===== src/rtl/fetch_prefetch_pkg.sv =====
// Shared types and sizing for the fetch/prefetch stage.
// FETCH_MISALIGN_CHK_EN (in the top) decides whether misaligned redirect targets fault or get aligned.
package fetch_prefetch_pkg;

   localparam int FETCH_WIDTH   = 32;
   localparam int FETCH_DEPTH   = 4;
   localparam int FETCH_MAX_OUT = 2;

   typedef enum logic [1:0] {
      S_IDLE,
      S_FETCH,
      S_FAULT
   } fetch_state_e;

   typedef struct packed {
      logic [FETCH_WIDTH-1:0] pc;
      logic [FETCH_WIDTH-1:0] instr;
   } fetch_entry_t;

   function automatic logic [FETCH_WIDTH-1:0] word_align(input logic [FETCH_WIDTH-1:0] addr);
      return addr & ~(FETCH_WIDTH'(3));
   endfunction

endpackage


===== src/rtl/fetch_prefetch_fifo.sv =====
// Synchronous FIFO of fetch entries with flush; push and pop may coincide at any fill level.
module fetch_prefetch_fifo
   import fetch_prefetch_pkg::*;
#(
   parameter int DEPTH = FETCH_DEPTH,
   localparam int PTR_W = $clog2(DEPTH),
   localparam int CNT_W = $clog2(DEPTH + 1)
) (
   input  logic             clk,
   input  logic             rst_n,
   input  logic             push,
   input  fetch_entry_t     push_entry,
   input  logic             pop,
   input  logic             flush,
   output fetch_entry_t     head,
   output logic [CNT_W-1:0] count,
   output logic             full,
   output logic             empty
);

   fetch_entry_t     mem_q [DEPTH];
   logic [PTR_W-1:0] wr_ptr_q, wr_ptr_d, rd_ptr_q, rd_ptr_d;
   logic [CNT_W-1:0] count_q, count_d;
   logic             do_push, do_pop;

   assign full  = (count_q == CNT_W'(DEPTH));
   assign empty = (count_q == '0);
   assign count = count_q;
   assign head  = empty ? '0 : mem_q[rd_ptr_q];

   always_comb begin
      do_push  = push & ~flush & (~full | pop);
      do_pop   = pop & ~flush & ~empty;
      wr_ptr_d = wr_ptr_q;
      rd_ptr_d = rd_ptr_q;
      count_d  = count_q;
      if (flush) begin
         wr_ptr_d = '0;
         rd_ptr_d = '0;
         count_d  = '0;
      end else begin
         if (do_push) wr_ptr_d = wr_ptr_q + PTR_W'(1);
         if (do_pop)  rd_ptr_d = rd_ptr_q + PTR_W'(1);
         count_d = count_q + CNT_W'(do_push) - CNT_W'(do_pop);
      end
   end

   always_ff @(posedge clk or negedge rst_n) begin
      if (!rst_n) begin
         wr_ptr_q <= '0;
         rd_ptr_q <= '0;
         count_q  <= '0;
      end else begin
         wr_ptr_q <= wr_ptr_d;
         rd_ptr_q <= rd_ptr_d;
         count_q  <= count_d;
      end
   end

   // Storage needs no reset: the head is masked while the FIFO is empty.
   always_ff @(posedge clk) begin
      if (do_push) mem_q[wr_ptr_q] <= push_entry;
   end

endmodule


===== src/rtl/fetch_prefetch.sv =====
// Fetch stage: sequential imem fetches, credit-limited prefetch FIFO, redirect flush with stale-response discard.
// Define FETCH_MISALIGN_CHK_EN to trap misaligned redirect targets in S_FAULT (sticky fetch_fault).
module fetch_prefetch
   import fetch_prefetch_pkg::*;
#(
   parameter logic [FETCH_WIDTH-1:0] RESET_PC = '0,
   parameter int                     DEPTH    = FETCH_DEPTH,
   parameter int                     MAX_OUT  = FETCH_MAX_OUT
) (
   input  logic                   clk,
   input  logic                   rst_n,
   input  logic                   redirect_valid,
   input  logic [FETCH_WIDTH-1:0] redirect_pc,
   output logic                   imem_req_valid,
   input  logic                   imem_req_ready,
   output logic [FETCH_WIDTH-1:0] imem_req_addr,
   input  logic                   imem_rsp_valid,
   input  logic [FETCH_WIDTH-1:0] imem_rsp_data,
   output logic                   if_valid,
   input  logic                   if_ready,
   output logic [FETCH_WIDTH-1:0] if_instr,
   output logic [FETCH_WIDTH-1:0] if_pc,
   output logic                   fetch_fault
);

   localparam int CNT_W = $clog2(DEPTH + 1);
   localparam int IW    = $clog2(MAX_OUT + 1);
   localparam int SW    = CNT_W + 1;
   localparam logic [FETCH_WIDTH-1:0] WORD_BYTES = FETCH_WIDTH'(4);

   fetch_state_e           state_q;
   logic [FETCH_WIDTH-1:0] fetch_pc_q, fetch_pc_d, rsp_pc_q, rsp_pc_d, redirect_target;
   logic [IW-1:0]          inflight_q, inflight_d, discard_q, discard_d;
   logic [CNT_W-1:0]       fifo_count;
   logic [SW-1:0]          credit_used;
   logic                   misaligned, req_fire, rsp_keep, fifo_pop, fifo_full, fifo_empty;
   fetch_entry_t           rsp_entry, head_entry;

`ifdef FETCH_MISALIGN_CHK_EN
   logic fault_q;
   assign misaligned  = (redirect_pc[1:0] != 2'b00);
   assign fetch_fault = fault_q;
`else
   assign misaligned  = 1'b0;
   assign fetch_fault = 1'b0;
`endif

   assign redirect_target = word_align(redirect_pc);

   // Slots already promised = buffered + in flight, minus responses that will be thrown away.
   assign credit_used = SW'(fifo_count) + SW'(inflight_q) - SW'(discard_q);

   assign imem_req_valid = (state_q == S_FETCH) & ~redirect_valid & ~fifo_full &
                           (inflight_q < IW'(MAX_OUT)) & (credit_used < SW'(DEPTH));
   assign imem_req_addr  = fetch_pc_q;
   assign req_fire       = imem_req_valid & imem_req_ready;
   assign rsp_keep       = imem_rsp_valid & ~redirect_valid & (discard_q == '0);
   assign fifo_pop       = if_valid & if_ready & ~redirect_valid;
   assign rsp_entry      = '{pc: rsp_pc_q, instr: imem_rsp_data};

   assign if_valid = ~fifo_empty;
   assign if_instr = head_entry.instr;
   assign if_pc    = head_entry.pc;

   always_comb begin
      fetch_pc_d = fetch_pc_q;
      rsp_pc_d   = rsp_pc_q;
      inflight_d = inflight_q + IW'(req_fire) - IW'(imem_rsp_valid);
      discard_d  = discard_q;
      if (redirect_valid) begin
         fetch_pc_d = redirect_target;
         rsp_pc_d   = redirect_target;
         discard_d  = inflight_q - IW'(imem_rsp_valid);
      end else begin
         if (req_fire) fetch_pc_d = fetch_pc_q + WORD_BYTES;
         if (rsp_keep) rsp_pc_d = rsp_pc_q + WORD_BYTES;
         if (imem_rsp_valid && discard_q != '0) discard_d = discard_q - IW'(1);
      end
   end

   always_ff @(posedge clk or negedge rst_n) begin
      if (!rst_n) begin
         fetch_pc_q <= RESET_PC;
         rsp_pc_q   <= RESET_PC;
         inflight_q <= '0;
         discard_q  <= '0;
      end else begin
         fetch_pc_q <= fetch_pc_d;
         rsp_pc_q   <= rsp_pc_d;
         inflight_q <= inflight_d;
         discard_q  <= discard_d;
      end
   end

   // A redirect always wins; a misaligned one parks the stage until an aligned target arrives.
   always_ff @(posedge clk or negedge rst_n) begin
      if (!rst_n) begin
         state_q <= S_IDLE;
`ifdef FETCH_MISALIGN_CHK_EN
         fault_q <= 1'b0;
`endif
      end else if (redirect_valid) begin
         state_q <= misaligned ? S_FAULT : S_FETCH;
`ifdef FETCH_MISALIGN_CHK_EN
         fault_q <= misaligned;
`endif
      end else if (state_q == S_IDLE) begin
         state_q <= S_FETCH;
      end
   end

   fetch_prefetch_fifo #(
      .DEPTH(DEPTH)
   ) u_fifo (
      .clk       (clk),
      .rst_n     (rst_n),
      .push      (rsp_keep),
      .push_entry(rsp_entry),
      .pop       (fifo_pop),
      .flush     (redirect_valid),
      .head      (head_entry),
      .count     (fifo_count),
      .full      (fifo_full),
      .empty     (fifo_empty)
   );

endmodule


===== config.mk =====
export PLATFORM = sky130hd
export DESIGN_NAME = fetch_prefetch
export DESIGN_NICKNAME = d
export VERILOG_FILES = /design/src/rtl/fetch_prefetch_pkg.sv /design/src/rtl/fetch_prefetch_fifo.sv /design/src/rtl/fetch_prefetch.sv
export SDC_FILE = /design/constraint.sdc
export NUM_CORES = 1
export LEC_CHECK = 0
export CAP_MARGIN = 10
export CORE_MARGIN = 3
export CORE_UTILIZATION = 56
export CTS_CLUSTER_SIZE = 14
export DETAILED_ROUTE_END_ITERATION = 12
export MAX_ROUTING_LAYER = met4
export PLACE_DENSITY = 0.78
export RECOVER_POWER = 100
export SLEW_MARGIN = 20
export SYNTH_ARGS = -nofsm -noshare
export SYNTH_HDL_FRONTEND = slang
export SYNTH_SLANG_ARGS = --single-unit

===== constraint.sdc =====
create_clock -name clk -period 4.4 [get_ports clk]
set_input_delay 1.32 -clock clk [delete_from_list [all_inputs] [get_ports clk]]
set_output_delay 1.32 -clock clk [all_outputs]
set_load 0.01 [all_outputs]

; Yosys cells after proc, flatten, opt, wreduce, memory -nomap -nowiden
; Memory sizes are Yosys's and may differ from the RTL's.
; Index checks and enable logic that the tools add are counted.
[totals]
inputBits = 70
ff_bits = 77
mem_count = 1
mem_bits_rw = 256
[op_classes]
n_bitwise = 17
reduce_logical = 11
n_mux = 16
add_sub_neg = 12
n_eq_ne = 2
magnitude_cmp = 2
[memory_table]
columns = name, depth, word_bits, read_ports, rd_clocked_by_memory_dff, write_ports, line_no
row1 = u_fifo.mem_q, 4, 64, 1, 0, 1, fetch_prefetch_fifo.sv:21  ; fetch_entry_t mem_q [DEPTH];
[op_table]
columns = op, n
row1 = 2-to-1 mux 32 bit, 4
row2 = adder 32 x 3 -> 32 bit (second input constant), 2
row3 = 2-to-1 mux 64 bit, 1
row4 = 2-to-1 mux 2 bit, 8
row5 = nonzero test 2 bit, 7
row6 = AND 1 bit, 13
row7 = adder 2 x 1 -> 2 bit (second input constant), 2
row8 = adder 3 x 2 -> 4 bit, 1
row9 = zero test 2 bit, 2
row10 = less-than comparator 4 x 3 -> 1 bit (second input constant), 1
row11 = subtractor 2 x 1 -> 2 bit, 2
row12 = subtractor 4 x 2 -> 4 bit, 1
row13 = adder 3 x 1 -> 3 bit, 1
row14 = equality test 3 bit (second input constant), 1
row15 = zero test 3 bit, 1
row16 = 2-to-1 mux 3 bit, 1
row17 = NOT 1 bit, 3
row18 = subtractor 3 x 1 -> 3 bit, 1
row19 = adder 2 x 1 -> 2 bit, 1
row20 = equality test 2 x 1 -> 1 bit (second input constant), 1
row21 = less-than comparator 2 bit (second input constant), 1
row22 = 2-to-1 mux 1 bit, 2
row23 = subtractor 2 x 1 -> 2 bit (second input constant), 1
row24 = logical AND 1 bit, 1
row25 = bitwise OR 1 bit, 1

; Depth between registers and ports, before layout
[logic_depth]
ltp_word = 9
ltp_mapped = 13
ltp_nobuf = 12

; By module
; Synthesis repeated with hierarchy kept, for this count alone.
[unflattened]
cells_unflattened = 956
hier_area_um2 = 14443.9
[by_module_without_submodules]
columns = mod, n_inst, cells_each, area_per_inst_um2
row1 = fetch_prefetch_fifo, 1, 451, 10121.0
row2 = fetch_prefetch, 1, 505, 4322.9

; Least setup slack after synthesis
; OpenSTA, ideal clock, no wires.
[synth_path]
path_kind = input port to flip-flop
start = in redirect_valid
end = mem u_fifo.mem_q[1][0] (netlist bit), enable pin
stages = 3
arrival_time_ps = 3600
path_slack_ps = 373
path_buffers = 1
cell_sequence = clkbuf_1 > a211oi_1 > and2_1
[synth_via]
elab_chain_cells = 7
word_cells_on_any_way = 9
[synth_lines]
columns = item, line_no
row1 = start: declaration, fetch_prefetch.sv:12  ; input logic redirect_valid,
row2 = NOT 1 bit (*), "fetch_prefetch_fifo.sv:32, fetch_prefetch.sv:57, fetch_prefetch.sv:58"
row3 = AND 1 bit (2 in a row), fetch_prefetch.sv:57  ; assign rsp_keep = imem_rsp_valid & ~redirect_valid & (discard_q == '0);
row4 = AND 1 bit, fetch_prefetch_fifo.sv:32  ; do_push = push & ~flush & (~full | pop);
row5 = AND 1 bit (*), fetch_prefetch_fifo.sv:32
row6 = 2-to-1 mux 1 bit (*), fetch_prefetch_fifo.sv:62  ; if (do_push) mem_q[wr_ptr_q] <= push_entry;
row7 = 2-to-1 mux 1 bit (not written as such) (*), fetch_prefetch_fifo.sv:62
row8 = end: declaration, fetch_prefetch_fifo.sv:21
; Mark *: on every way between the ends. The rest lies on a longest branch, timed or not.

; Final worst setup path
[layout_path]
start = in redirect_valid
end = out imem_req_valid
[layout_via]
elab_chain_cells = 5
[layout_lines]
columns = item, line_no
row1 = NOT 1 bit, fetch_prefetch.sv:53  ; assign imem_req_valid = (state_q == S_FETCH) & ~redirect_valid & ~fifo_full &
row2 = AND 1 bit (3 in a row), fetch_prefetch.sv:53
row3 = AND 1 bit, fetch_prefetch.sv:54  ; (inflight_q < IW'(MAX_OUT)) & (credit_used < SW'(DEPTH));
row4 = end: declaration, fetch_prefetch.sv:14  ; output logic imem_req_valid,
; No other way between the ends.

==> impl_metrics.xml <==
<?xml version="1.0" encoding="UTF-8"?>
<metrics>
  <group name="drt">
    <metric name="final_antenna_net_count" unit="">0</metric>
    <metric name="route.final.wire_length" unit="mm">28.30</metric>
    <metric name="drt_pass1_iterations" unit="">5</metric>
    <metric name="drc_errors" unit="">0</metric>
    <metric name="via_per_inst" unit="">5.829</metric>
    <metric name="routed-via-count" unit="">8015</metric>
    <metric name="avgRoutedWirePerCell" unit="um">20.58</metric>
    <metric name="dr.first_iter.drc_count" unit="">754</metric>
  </group>
  <group name="synth">
    <metric name="synthMuxAreaShare" unit="">0.1137</metric>
    <metric name="main_combinational_cell_family_by_area_after_synthesis" unit="">multiplexers</metric>
    <metric name="synth-adder-area-share" unit="">0.01670</metric>
    <metric name="area_fraction_in_compound_gates_after_synthesis" unit="">0.04974</metric>
    <metric name="synthTopCellsByArea" unit="">sky130_fd_sc_hd__edfxtp_1 55%, sky130_fd_sc_hd__dfrtp_1 13%, sky130_fd_sc_hd__mux4_2 10%</metric>
    <metric name="synth-edff-count" unit="">248</metric>
    <metric name="synth_top_flop_cell" unit="">sky130_fd_sc_hd__edfxtp_1</metric>
    <metric name="post_synthesis_sequential_area_ratio" unit="">0.6784</metric>
    <metric name="ys.warnings.count" unit="">0</metric>
    <metric name="fraction_of_synthesis_flops_using_an_asynchronous_set_or_reset_pin" unit="">0.2250</metric>
    <metric name="synth.avg_cell_area" unit="sq um">15.98</metric>
    <metric name="synth-xor-area-share" unit="">0.02377</metric>
    <metric name="synth.lib_cells_used.distinct" unit="">51</metric>
    <metric name="share_of_the_synthesized_area_in_the_top_cell_type" unit="">0.5462</metric>
    <metric name="syn_inst" unit="">853</metric>
    <metric name="synth_simple_gate_area_share" unit="">0.09700</metric>
    <metric name="synth_area_leader_cell" unit="">sky130_fd_sc_hd__edfxtp_1</metric>
    <metric name="netlist_area" unit="sq um">13630</metric>
    <metric name="synth_seq_cells" unit="">320</metric>
  </group>
  <group name="finish">
    <metric name="nets" unit="">1118</metric>
    <metric name="layout.core_utilization" unit="">0.7044</metric>
    <metric name="num_antenna_cells" unit="">0</metric>
    <metric name="syn_to_final_growth" unit="%">22.35</metric>
    <metric name="drive_gt1_frac" unit="">0.1420</metric>
    <metric name="fillerInstances" unit="">1558</metric>
    <metric name="final_instance_count_without_filler_cells" unit="">1375</metric>
  </group>
  <group name="global_route">
    <metric name="grt_pass1_vias" unit="">8185</metric>
    <metric name="grt_start_max_net_pins" unit="">63</metric>
    <metric name="first_pass_grt_wire_length" unit="mm">45.91</metric>
    <metric name="number_of_antenna_violations_at_the_first_check_in_global_routing" unit="">0</metric>
    <metric name="globalRouteTotalUtil" unit="">0.2275</metric>
    <metric name="grt-ovfl-total" unit="">0</metric>
  </group>
  <group name="timing">
    <metric name="final_min_period_over_clock_period" unit="">0.9797</metric>
    <metric name="timing.setup.tns" unit="ps">0</metric>
    <metric name="fin_skew" unit="ps">14.59</metric>
    <metric name="grt_setup_unrepaired" unit="">no</metric>
    <metric name="drv_slew" unit="">37</metric>
    <metric name="slew-limit-headroom" unit="">-0.3116</metric>
    <metric name="setup_viol_count_final" unit="">0</metric>
    <metric name="fin_crit" unit="ps">4311</metric>
    <metric name="final-hold-violation-count" unit="">0</metric>
    <metric name="max_freq" unit="MHz">232.0</metric>
    <metric name="timing_worst_slew_pin_value" unit="ps">1967</metric>
    <metric name="final.setup.worst_slack" unit="ps">89.21</metric>
  </group>
  <group name="setup_path">
    <metric name="cp.required" unit="ps">3080</metric>
    <metric name="path_cells" unit="">clkdlybuf4s50_1, or3b_4, nor2_1, o21a_1, clkdlybuf4s50_1</metric>
    <metric name="crit_top_cell" unit="">sky130_fd_sc_hd__clkdlybuf4s50_1</metric>
    <metric name="worstPathMaxFanout" unit="">2</metric>
    <metric name="criticalPathCategory" unit="">primary input to output pin</metric>
    <metric name="crit_path_end_kind" unit="">output pin</metric>
    <metric name="slowest_stage_cell_cp" unit="">sky130_fd_sc_hd__clkdlybuf4s50_1</metric>
    <metric name="crit_arrival" unit="ps">2990</metric>
    <metric name="timing.critical_path.slowest_cell_delay" unit="ps">530</metric>
    <metric name="crit_path_start_kind" unit="">primary input</metric>
  </group>
  <group name="clock_tree">
    <metric name="clock_pin_slew_worst_setup_and_hold_paths" unit="ps">60</metric>
    <metric name="clkLatencyLatePin" unit="ps">550</metric>
    <metric name="tritoncts" unit="">built</metric>
    <metric name="h-tree-depth" unit="">1</metric>
    <metric name="cts-root-to-sink-buffers" unit="">3</metric>
    <metric name="clock_root_buffer" unit="">sky130_fd_sc_hd__clkbuf_16</metric>
    <metric name="cts.sinks" unit="">320</metric>
    <metric name="numCtsBuffers" unit="">31</metric>
  </group>
  <group name="floorplan">
    <metric name="fp.dieArea" unit="sq um">26260</metric>
    <metric name="die_w" unit="um">162.0</metric>
    <metric name="area_of_the_core" unit="sq um">23680</metric>
    <metric name="die_height" unit="um">162.0</metric>
    <metric name="floorplan.rows" unit="">56</metric>
    <metric name="floorplan.io_pins" unit="">169</metric>
    <metric name="initial_core_util" unit="">0.5757</metric>
  </group>
  <group name="hold_path">
    <metric name="hold_path.class" unit="">flop to flop</metric>
  </group>
  <group name="run_status">
    <metric name="run_status" unit="">complete, but fails checks</metric>
    <metric name="violations_in_the_final_reports" unit="">max-capacitance violations, max-slew violations</metric>
  </group>
  <group name="place">
    <metric name="dp_cell_count" unit="">1315</metric>
    <metric name="place_worst_setup_slack" unit="ps">92.36</metric>
    <metric name="routabilityCongestion" unit="">0.8401</metric>
    <metric name="numPortBuffers" unit="">161</metric>
    <metric name="hpwl" unit="mm">18.37</metric>
  </group>
  <group name="pwr">
    <metric name="irDropWorstVdd" unit="V">0.0002886</metric>
    <metric name="power_density" unit="nW/um^2">528.4</metric>
    <metric name="finalPower" unit="mW">8.815</metric>
    <metric name="power.leakage" unit="nW">5.709</metric>
  </group>
  <group name="flow_run">
    <metric name="max-cap-violations" unit="">1</metric>
  </group>
</metrics>
## Yosys cell counts (10+ instances only)
library cell               number
sky130_fd_sc_hd__a21oi_1       18
sky130_fd_sc_hd__a31oi_1       11
sky130_fd_sc_hd__and2_1        67
sky130_fd_sc_hd__and3_1        10
sky130_fd_sc_hd__buf_1         10
sky130_fd_sc_hd__clkbuf_1      28
sky130_fd_sc_hd__dfrtp_1       72
sky130_fd_sc_hd__edfxtp_1     248
sky130_fd_sc_hd__ha_1          15
sky130_fd_sc_hd__inv_1         23
sky130_fd_sc_hd__mux2_2        11
sky130_fd_sc_hd__mux4_2        62
sky130_fd_sc_hd__nand2_1       26
sky130_fd_sc_hd__nand3_1       18
sky130_fd_sc_hd__nand4_1       13
sky130_fd_sc_hd__nor2_1        42
sky130_fd_sc_hd__nor3_1        16
sky130_fd_sc_hd__o31a_1        11
sky130_fd_sc_hd__xnor2_1       29
## worst max-delay path, delay by kind of cell
family	cells	cell delay, ps
buffers and inverters	2	960
AOI/OAI and AO/OA	1	150
and+or+nand+nor	2	550
## metrics by stage
stage	area, sq um	hold slack (ps)
detailed placement	15760	532.4
finish	16680	538.3
floorplan	13650	489.8
global placement	15760	527.1
global route	16680	562.0
CTS	16790	541.8
## power by group
group,total [mW],internal (mW),switching (mW)
Combinational,2.61,1.38,1.24
Sequential,3.68,3.47,0.203
Clock,2.53,1.44,1.08
Total,8.81,6.29,2.52
## cell usage in the layout, fill, tap and decap left out, types with 8 or more instances in the layout
cell type	count
sky130_fd_sc_hd__edfxtp_1	248
sky130_fd_sc_hd__nand3_1	18
sky130_fd_sc_hd__o21ai_0	8
sky130_fd_sc_hd__nand2b_1	9
sky130_fd_sc_hd__nand4_1	13
sky130_fd_sc_hd__and2_1	53
sky130_fd_sc_hd__and3_1	10
sky130_fd_sc_hd__clkdlybuf4s50_1	58
sky130_fd_sc_hd__or3_1	9
sky130_fd_sc_hd__nor2_1	42
sky130_fd_sc_hd__o31ai_1	8
sky130_fd_sc_hd__clkbuf_16	31
sky130_fd_sc_hd__mux4_2	62
sky130_fd_sc_hd__nand2_1	26
sky130_fd_sc_hd__inv_1	24
sky130_fd_sc_hd__nor3_1	16
sky130_fd_sc_hd__o31a_1	11
sky130_fd_sc_hd__dlygate4sd3_1	102
sky130_fd_sc_hd__clkbuf_1	14
sky130_fd_sc_hd__xnor2_1	29
sky130_fd_sc_hd__and2_0	11
sky130_fd_sc_hd__mux2_2	11
sky130_fd_sc_hd__ha_1	15
sky130_fd_sc_hd__a21oi_1	18
sky130_fd_sc_hd__a31oi_1	11
sky130_fd_sc_hd__dfrtp_1	70
sky130_fd_sc_hd__xor2_1	8
## registers in the layout, summed over array words and instances, names as in the netlist
name             count
u_fifo.rd_ptr_q      2
discard_q            2
inflight_q           2
state_q              1
rsp_pc_q            30
u_fifo.mem_q       248
u_fifo.wr_ptr_q      2
u_fifo.count         3
imem_req_addr       30
## final timing paths
kind | startpoint | to | slack [ps] | depth (start not counted)
setup / recovery | redirect_valid | imem_req_valid | 90 | 5
hold / removal | u_fifo.wr_ptr_q[0]$_DFFE_PN0P_ | u_fifo.wr_ptr_q[0]$_DFFE_PN0P_ | 540 | 1
setup reg to reg | discard_q[1]$_DFFE_PN0P_ | imem_req_addr[31]$_DFFE_PN0P_ | 1120 | 9
hold reg to reg | u_fifo.wr_ptr_q[0]$_DFFE_PN0P_ | u_fifo.wr_ptr_q[0]$_DFFE_PN0P_ | 540 | 1
max in group asynchronous | rst_n | imem_req_addr[21]$_DFFE_PN0P_ | 1140 | 2
min in group asynchronous | rst_n | imem_req_addr[2]$_DFFE_PN0P_ | 1320 | 1
## cells by family (layout without fill, tap and decap cells)
logic type      count (synthesis)  in the layout
fa+ha+maj                      17             17
flops                         320            320
mux                            76             76
compound gates                 95             95
buf+inv                        68            267
other cells                     2              6
xor+xnor                       37             37
simple gates                  238            238
## metal layers
layer / wire [um] / vias to the layer above / global-route usage
li1: - / 3646 / -
met1: 12260 / 4057 / 0.3253
met2: 13750 / 285 / 0.3613
met3: 1860 / 27 / 0.03213
met4: 422 / 0 / 0.04343
met5: 0 / - / -
## timing repair
action / 4_1_cts / 5_1_grt
hold buffers: 0 / 0
setup endpoints to repair: 1 / 1
hold endpoints to repair: 0 / 0
pin swaps: 0 / 1
setup buffers: 2 / 0
resized for setup: 4 / 0
## layout make-up
cell class                 instances  area, sq um  share of cell area
sequential                       320         9254              0.5547
clock inverter                    16        120.1            0.007200
timing repair buffer             185         1805              0.1082
multi-input combinational        469         4146              0.2486
clock buffer                      42        867.1             0.05198
tap                              319        399.1             0.02393
inverter                          24        90.09            0.005400
Note: power is estimated with default switching activity, not from simulation.
